### config.mk
export PLATFORM = sky130hd
export DESIGN_NAME = sram_port_arbiter
export DESIGN_NICKNAME = d
export VERILOG_FILES = /design/src/rtl/sram_ctrl_pkg.sv /design/src/rtl/sram_lane_align.sv /design/src/rtl/sram_port_arbiter.sv
export SDC_FILE = /design/constraint.sdc
export NUM_CORES = 1
export LEC_CHECK = 0
export CAP_MARGIN = 20
export CORE_UTILIZATION = 41
export DETAILED_ROUTE_END_ITERATION = 12
export MAX_ROUTING_LAYER = met4
export PLACE_DENSITY = 0.75
export RECOVER_POWER = 50
export SETUP_SLACK_MARGIN = 0.15
export SYNTH_ARGS = -nofsm -noshare
export SYNTH_HDL_FRONTEND = slang
export SYNTH_SLANG_ARGS = --single-unit
### constraint.sdc
create_clock -name clk -period 3.3 [get_ports clk]
set_input_delay 0.99 -clock clk [delete_from_list [all_inputs] [get_ports clk]]
set_output_delay 0.99 -clock clk [all_outputs]
set_load 0.01 [all_outputs]
### src/rtl/sram_ctrl_pkg.sv
// Shared types and sizing for the SRAM port arbiter and its lane-alignment helper.
package sram_ctrl_pkg;

  typedef enum logic [1:0] {
    BYTE    = 2'b00,
    HALF    = 2'b01,
    WORD    = 2'b10,
    ILLEGAL = 2'b11
  } access_size_t;

  typedef enum logic [1:0] {
    IDLE,
    ACCESS,
    RESP
  } ctrl_state_t;

  localparam int SRAM_WORDS = 128;
  localparam int SRAM_AW    = 7;
  localparam int BYTE_AW    = SRAM_AW + 2;

endpackage

### src/rtl/sram_lane_align.sv
// Combinational byte-lane logic: lane enables, alignment check, write replication
// and read extraction with sign/zero extension.
module sram_lane_align
  import sram_ctrl_pkg::*;
(
  input  access_size_t size,
  input  logic [1:0]   offset,
  input  logic         is_unsigned,
  input  logic [31:0]  wdata,
  input  logic [31:0]  rdata,
  output logic [3:0]   byte_sel,
  output logic         misaligned,
  output logic [31:0]  wdata_rep,
  output logic [31:0]  rdata_ext
);

  logic [15:0] lane;

  always_comb begin
    byte_sel   = 4'b0000;
    misaligned = 1'b0;
    wdata_rep  = 32'h0;
    rdata_ext  = 32'h0;
    // Shift the addressed lane down to bit 0 so byte and half extraction share it
    lane       = 16'(rdata >> {offset, 3'b000});
    case (size)
      BYTE: begin
        byte_sel  = 4'b0001 << offset;
        wdata_rep = {4{wdata[7:0]}};
        rdata_ext = {{24{lane[7] & ~is_unsigned}}, lane[7:0]};
      end
      HALF: begin
        misaligned = offset[0];
        byte_sel   = offset[1] ? 4'b1100 : 4'b0011;
        wdata_rep  = {2{wdata[15:0]}};
        rdata_ext  = {{16{lane[15] & ~is_unsigned}}, lane[15:0]};
      end
      WORD: begin
        misaligned = (offset != 2'b00);
        byte_sel   = 4'b1111;
        wdata_rep  = wdata;
        rdata_ext  = rdata;
      end
      default: misaligned = 1'b1;
    endcase
  end

endmodule

### src/rtl/sram_port_arbiter.sv
// Round-robin arbiter sharing one byte-enabled SRAM between a fetch port and a
// load/store port, holding the SRAM enables for a fixed access window.
module sram_port_arbiter
  import sram_ctrl_pkg::*;
#(
  parameter int ACCESS_CYCLES = 2,
  parameter int WORDS         = SRAM_WORDS
) (
  input  logic                    clk,
  input  logic                    reset,
  input  logic                    req0_valid,
  output logic                    req0_ready,
  input  logic [$clog2(WORDS)+1:0] req0_addr,
  output logic                    rsp0_valid,
  output logic [31:0]             rsp0_rdata,
  output logic                    rsp0_err,
  input  logic                    req1_valid,
  output logic                    req1_ready,
  input  logic                    req1_we,
  input  logic [1:0]              req1_size,
  input  logic                    req1_unsigned,
  input  logic [$clog2(WORDS)+1:0] req1_addr,
  input  logic [31:0]             req1_wdata,
  output logic                    rsp1_valid,
  output logic [31:0]             rsp1_rdata,
  output logic                    rsp1_err,
  output logic [$clog2(WORDS)-1:0] sram_addr_sel,
  output logic [3:0]              sram_byte_sel,
  output logic                    sram_read_enable,
  output logic                    sram_write_enable,
  output logic [31:0]             sram_datain,
  input  logic [31:0]             sram_dataout
);

  localparam int AW = $clog2(WORDS);

  ctrl_state_t  state, state_d;
  logic [3:0]   count;
  logic         last_grant, grant, accept;
  logic         port_q, we_q, uns_q, err_q;
  access_size_t size_q;
  logic [AW+1:0] addr_q;
  logic [31:0]  wdata_q, rdata_q;

  access_size_t in_size, al_size;
  logic [AW+1:0] in_addr;
  logic         in_we, in_uns, al_uns;
  logic [31:0]  in_wdata, al_wdata;
  logic [1:0]   al_offset;
  logic [3:0]   al_byte_sel;
  logic         al_misaligned;
  logic [31:0]  al_wdata_rep, al_rdata_ext;

  // last_grant = 1 means port 1 was granted last, so port 0 wins a tie next
  always_comb begin
    grant    = req1_valid && !(req0_valid && last_grant);
    accept   = (state == IDLE) && !reset && (req0_valid || req1_valid);
    in_size  = grant ? access_size_t'(req1_size) : WORD;
    in_addr  = grant ? req1_addr : req0_addr;
    in_we    = grant & req1_we;
    in_uns   = grant & req1_unsigned;
    in_wdata = grant ? req1_wdata : 32'h0;
    // The single aligner judges the incoming request in IDLE, the latched one afterwards
    al_size   = (state == IDLE) ? in_size : size_q;
    al_offset = (state == IDLE) ? in_addr[1:0] : addr_q[1:0];
    al_uns    = (state == IDLE) ? in_uns : uns_q;
    al_wdata  = (state == IDLE) ? in_wdata : wdata_q;
  end

  sram_lane_align u_align (
    .size        (al_size),
    .offset      (al_offset),
    .is_unsigned (al_uns),
    .wdata       (al_wdata),
    .rdata       (sram_dataout),
    .byte_sel    (al_byte_sel),
    .misaligned  (al_misaligned),
    .wdata_rep   (al_wdata_rep),
    .rdata_ext   (al_rdata_ext)
  );

  always_comb begin
    state_d = state;
    case (state)
      IDLE:    if (accept) state_d = al_misaligned ? RESP : ACCESS;
      ACCESS:  if (count == 4'd0) state_d = RESP;
      RESP:    state_d = IDLE;
      default: state_d = IDLE;
    endcase
  end

  always_ff @(posedge clk) begin
    if (reset) begin
      state      <= IDLE;
      last_grant <= 1'b1;
      count      <= 4'd0;
      port_q     <= 1'b0;
      we_q       <= 1'b0;
      uns_q      <= 1'b0;
      err_q      <= 1'b0;
      size_q     <= WORD;
      addr_q     <= '0;
      wdata_q    <= 32'h0;
      rdata_q    <= 32'h0;
    end else begin
      state <= state_d;
      if (accept) begin
        last_grant <= grant;
        port_q     <= grant;
        we_q       <= in_we;
        uns_q      <= in_uns;
        size_q     <= in_size;
        addr_q     <= in_addr;
        wdata_q    <= in_wdata;
        err_q      <= al_misaligned;
        rdata_q    <= 32'h0;
        count      <= 4'(ACCESS_CYCLES - 1);
      end else if (state == ACCESS) begin
        if (count == 4'd0) begin
          if (!we_q) rdata_q <= al_rdata_ext;
        end else begin
          count <= count - 4'd1;
        end
      end
    end
  end

  always_comb begin
    req0_ready        = accept && !grant;
    req1_ready        = accept && grant;
    rsp0_valid        = (state == RESP) && !port_q;
    rsp1_valid        = (state == RESP) && port_q;
    rsp0_rdata        = rsp0_valid ? rdata_q : 32'h0;
    rsp1_rdata        = rsp1_valid ? rdata_q : 32'h0;
    rsp0_err          = rsp0_valid & err_q;
    rsp1_err          = rsp1_valid & err_q;
    sram_addr_sel     = '0;
    sram_byte_sel     = 4'b0000;
    sram_read_enable  = 1'b0;
    sram_write_enable = 1'b0;
    sram_datain       = 32'h0;
    if (state == ACCESS) begin
      sram_addr_sel     = addr_q[AW+1:2];
      sram_byte_sel     = al_byte_sel;
      sram_read_enable  = !we_q;
      sram_write_enable = we_q;
      sram_datain       = we_q ? al_wdata_rep : 32'h0;
    end
  end

endmodule

==> summary.md <==
| Metric | Value |
|---|---|
| Synth Register Bits | between 80 and 90 |
| Power share of the sequential group | 0.243 |
| Area of the mapped netlist | approximately 5700 sq um |
| GP Congestion | ~0.9 |
| Post-route ant nets | 0 |
| Power Density | 572.5 nW/um^2 |
| PortBufs | 204 |
| Post-synth EDFFs | 0 |
| RSZ-0062 raised after global routing | yes |
| DR vias | approximately 7.1k |
| Leak | roughly 3.8 nW |
| Total track usage | 0.3046 |
| Switching part of the total | 0.4292 |
| Dpl hpwl | approximately 15000 um |
| VDD IR max | about 0.33 mV |
| Layout cell share with drive strength beyond 1 | 0.2812 |
| I/O pin cnt | a little over 200 |
| Finished Cell Area | around 9500 sq um |
| CTS Buffer Depth | 2 |
| # DRC | 0 |
| Crit end category | primary output |
| Most frequent cells in the layout | 157 x clkdlybuf4s50_1, 98 x and2_1, 86 x dfxtp_1 |
| Num rows | 42 |
| Vias in the first global route | about 6.6k |
| Relative slew margins | 0.1135 |
| Layout overhead on the synthesized area | 65.86% |
| Clk Latency, worst-skew pair | roughly 350 ps |
| Violated checks | negative setup slack |
| DR WL/cell | ~18 um |
| FF-to-FF End | err_q$_SDFFE_PP0P_ |
| Worst-case reg-to-reg path depth | 7 |
| Placed Instances | 1189 |
| Worst R2R Start | state[1]$_SDFFE_PP0P_ |
| Leading cell type in the layout, fill and taps excluded | clkdlybuf4s50_1 |
| Status | complete, but fails checks |
| Fin. max-slew vios | 0 |
| Crit-path max FO | 5 |
| Period minus WS final | approximately 3500 ps |
| Seq/Total Area, Yosys | 0.3012 |
| Syn. warnings | 0 |
| Placed Area | 8466 sq um |
| Reg-to-reg setup timing slack | slightly below 300 ps |
| Post-synth top flop | dfxtp_1 |
| Sink Count | between 80 and 90 |
| Largest net degree at the start of global routing | about 70 |
| Final WL | 22690 um |
| Fin Hold WS | 486.6 ps |
| Hold endpoint | err_q$_SDFFE_PP0P_ |
| Worst Setup Path Type | in2out |
| Sw power | between 2 and 2.5 mW |
| TritonCTS clock tree | yes |
| Fill cells | around 1.0k |
| DR pass1 iterations | 5 |
| Number of max-cap violations | 0 |
| Fmax achieved | ~0.29 GHz |
| Post-Syn Nets | 885 |
| Final setup margin | -153.8 ps |
| Initial antenna violation count | 4 |
| CTS H-tree lvls | 3 |
| Detailed Route Iter0 Violations | around 800 |
| GRT overflow | 0 |
| Mapped Cells | about 790 |
| Place WS | -1045 ps |
| Die ar. | between 10000 and 15000 sq um |
| Clk pwr share | 0.173 |
| Int Power | a little over 3 mW |
| Starting density of the core | 0.4266 |
| Setup crit start kind | primary input |
| Core Region | ~13000 sq um |
| Worst Setup SP | req1_valid |
| Hold Fails Final Rpt | 0 |
| Power share of the combinational group | 0.584 |
| Die width | ~120 um |
| Final period util | 1.047 |
| Root Buffer | clkbuf_16 |
| CTS buffer count | 9 |
| Hold Crit Depth | 2 |
| Clk_skew | 7.066 ps |
| Tightest Pin Transition | roughly 1300 ps |
| Async set-reset flop share out of synthesis | 0 |
| Final net count | approximately 1.2k |
| Die height | around 120 um |
| Final Util | 0.7076 |
| Count of cell types in the netlist | 63 |
| WP data arrival | 2460 ps |
| First-pass GRT wire length | approximately 34000 um |
| Detailed-route vias per instance | around 5.7 |
| Avg Inst Size Synth | between 7 and 8 sq um |
| Hold-fix buffers, CTS | 0 |
| HP Class | reg2reg |
| Final setup viols | 24 |
| Non-filler cells, final | about 1.2k |
| Hold Crit Start | err_q$_SDFFE_PP0P_ |
| Clock slew seen by the registers of the worst setup and hold paths | ~50 ps |
| WP data required | ~2300 ps |
[cell families (layout without fill, tap and decap cells)]
kind of cell,Yosys count,after routing,synth area share
other cells,0,4,0
buf+inv,74,347,0.05690
fa+ha+maj,1,1,0.002188
xor+xnor,2,2,0.003065
simple gates,358,358,0.3311
mux,14,14,0.02780
flops,86,86,0.3012
compound gates,259,259,0.2777
[metal layers]
layer	wire length, um	vias up	share of wire	track usage
met2	10860	382	0.48	0.4777
met1	9421	3339	0.42	0.3775
met5	0	-	0	-
met3	1692	63	0.075	0.06179
met4	707	0	0.031	0.1336
li1	-	3361	-	-
[worst max-delay path: stages]
cell and delay (ps):
buf_8 70, a21boi_4 290, buf_6 160, mux2i_4 70, o21a_1 210, buf_4 140
a21oi_1 170, nor2_1 70, nor2_1 130, buf_2 150
[flip-flops by register name, indices dropped and copies added, names as in the netlist]
name	flops
port_q	1
size_q	2
state	2
err_q	1
we_q	1
uns_q	1
wdata_q	32
addr_q	9
count	4
last_grant	1
rdata_q	32
[worst max path at each step]
stage                                   to  slack (ps)
after floorplan           sram_byte_sel[2]         100
after global placement     sram_datain[20]       -1080
after detailed placement   sram_datain[20]       -1040
after CTS                 sram_byte_sel[2]        -130
after global routing      sram_byte_sel[1]        -220
final                     sram_byte_sel[1]        -150
[layout make-up]
| cell class | instances | area [sq um] | area share |
|---|---|---|---|
| multi-input cells | 634 | 4247 | 0.4479 |
| repair buffers | 322 | 2985 | 0.3149 |
| flip-flops and latches | 86 | 1722 | 0.1816 |
| clock inverters | 2 | 10.01 | 0.001056 |
| inverters | 11 | 41.29 | 0.004355 |
| clock buffers | 12 | 246.5 | 0.02600 |
| diodes | 4 | 10.01 | 0.001056 |
| well taps | 176 | 220.2 | 0.02323 |
[stage by stage]
stage,total power [mW],setup TNS [ps]
floorplan,2.812,0
global placement,3.859,-33530
detailed placement,3.891,-33560
CTS,5.120,-1858
global route,5.687,-3899
finish,5.428,-1674
[cells in the mapped netlist (all sizes together) (6+ instances only)]
cell type | number | area [sq um]
a211oi | 9 | 72.57
and2 | 99 | 619.3
buf | 23 | 133.9
inv | 11 | 41.29
a31oi | 21 | 156.4
nand3 | 21 | 110.1
nor2 | 47 | 178.9
nand3b | 37 | 277.8
clkbuf | 40 | 150.1
a2111oi | 6 | 52.55
a311oi | 7 | 61.31
o21ai | 84 | 420.4
nor3 | 14 | 75.07
a221oi | 6 | 52.55
nand2 | 109 | 409.1
dfxtp | 86 | 1722
nor2b | 6 | 37.54
mux2 | 9 | 105.1
a21oi | 92 | 460.4
[power groups by stage]
stage	logic [mW]	registers, mW	clock network [mW]
final	3.17	1.32	0.941
after global routing	3.37	1.34	0.983
after CTS	2.87	1.31	0.941
after detailed placement	2.56	1.33	0
after global placement	2.54	1.32	0
after floorplan	1.52	1.29	0
[timing repair]
item	4_1_cts	5_1_grt
pin swaps	20	38
buffers inserted	27	8
cloned	4	1
gates resized for setup	265	90
setup endpoints to repair	38	89
(Power assumes the default switching activity.)
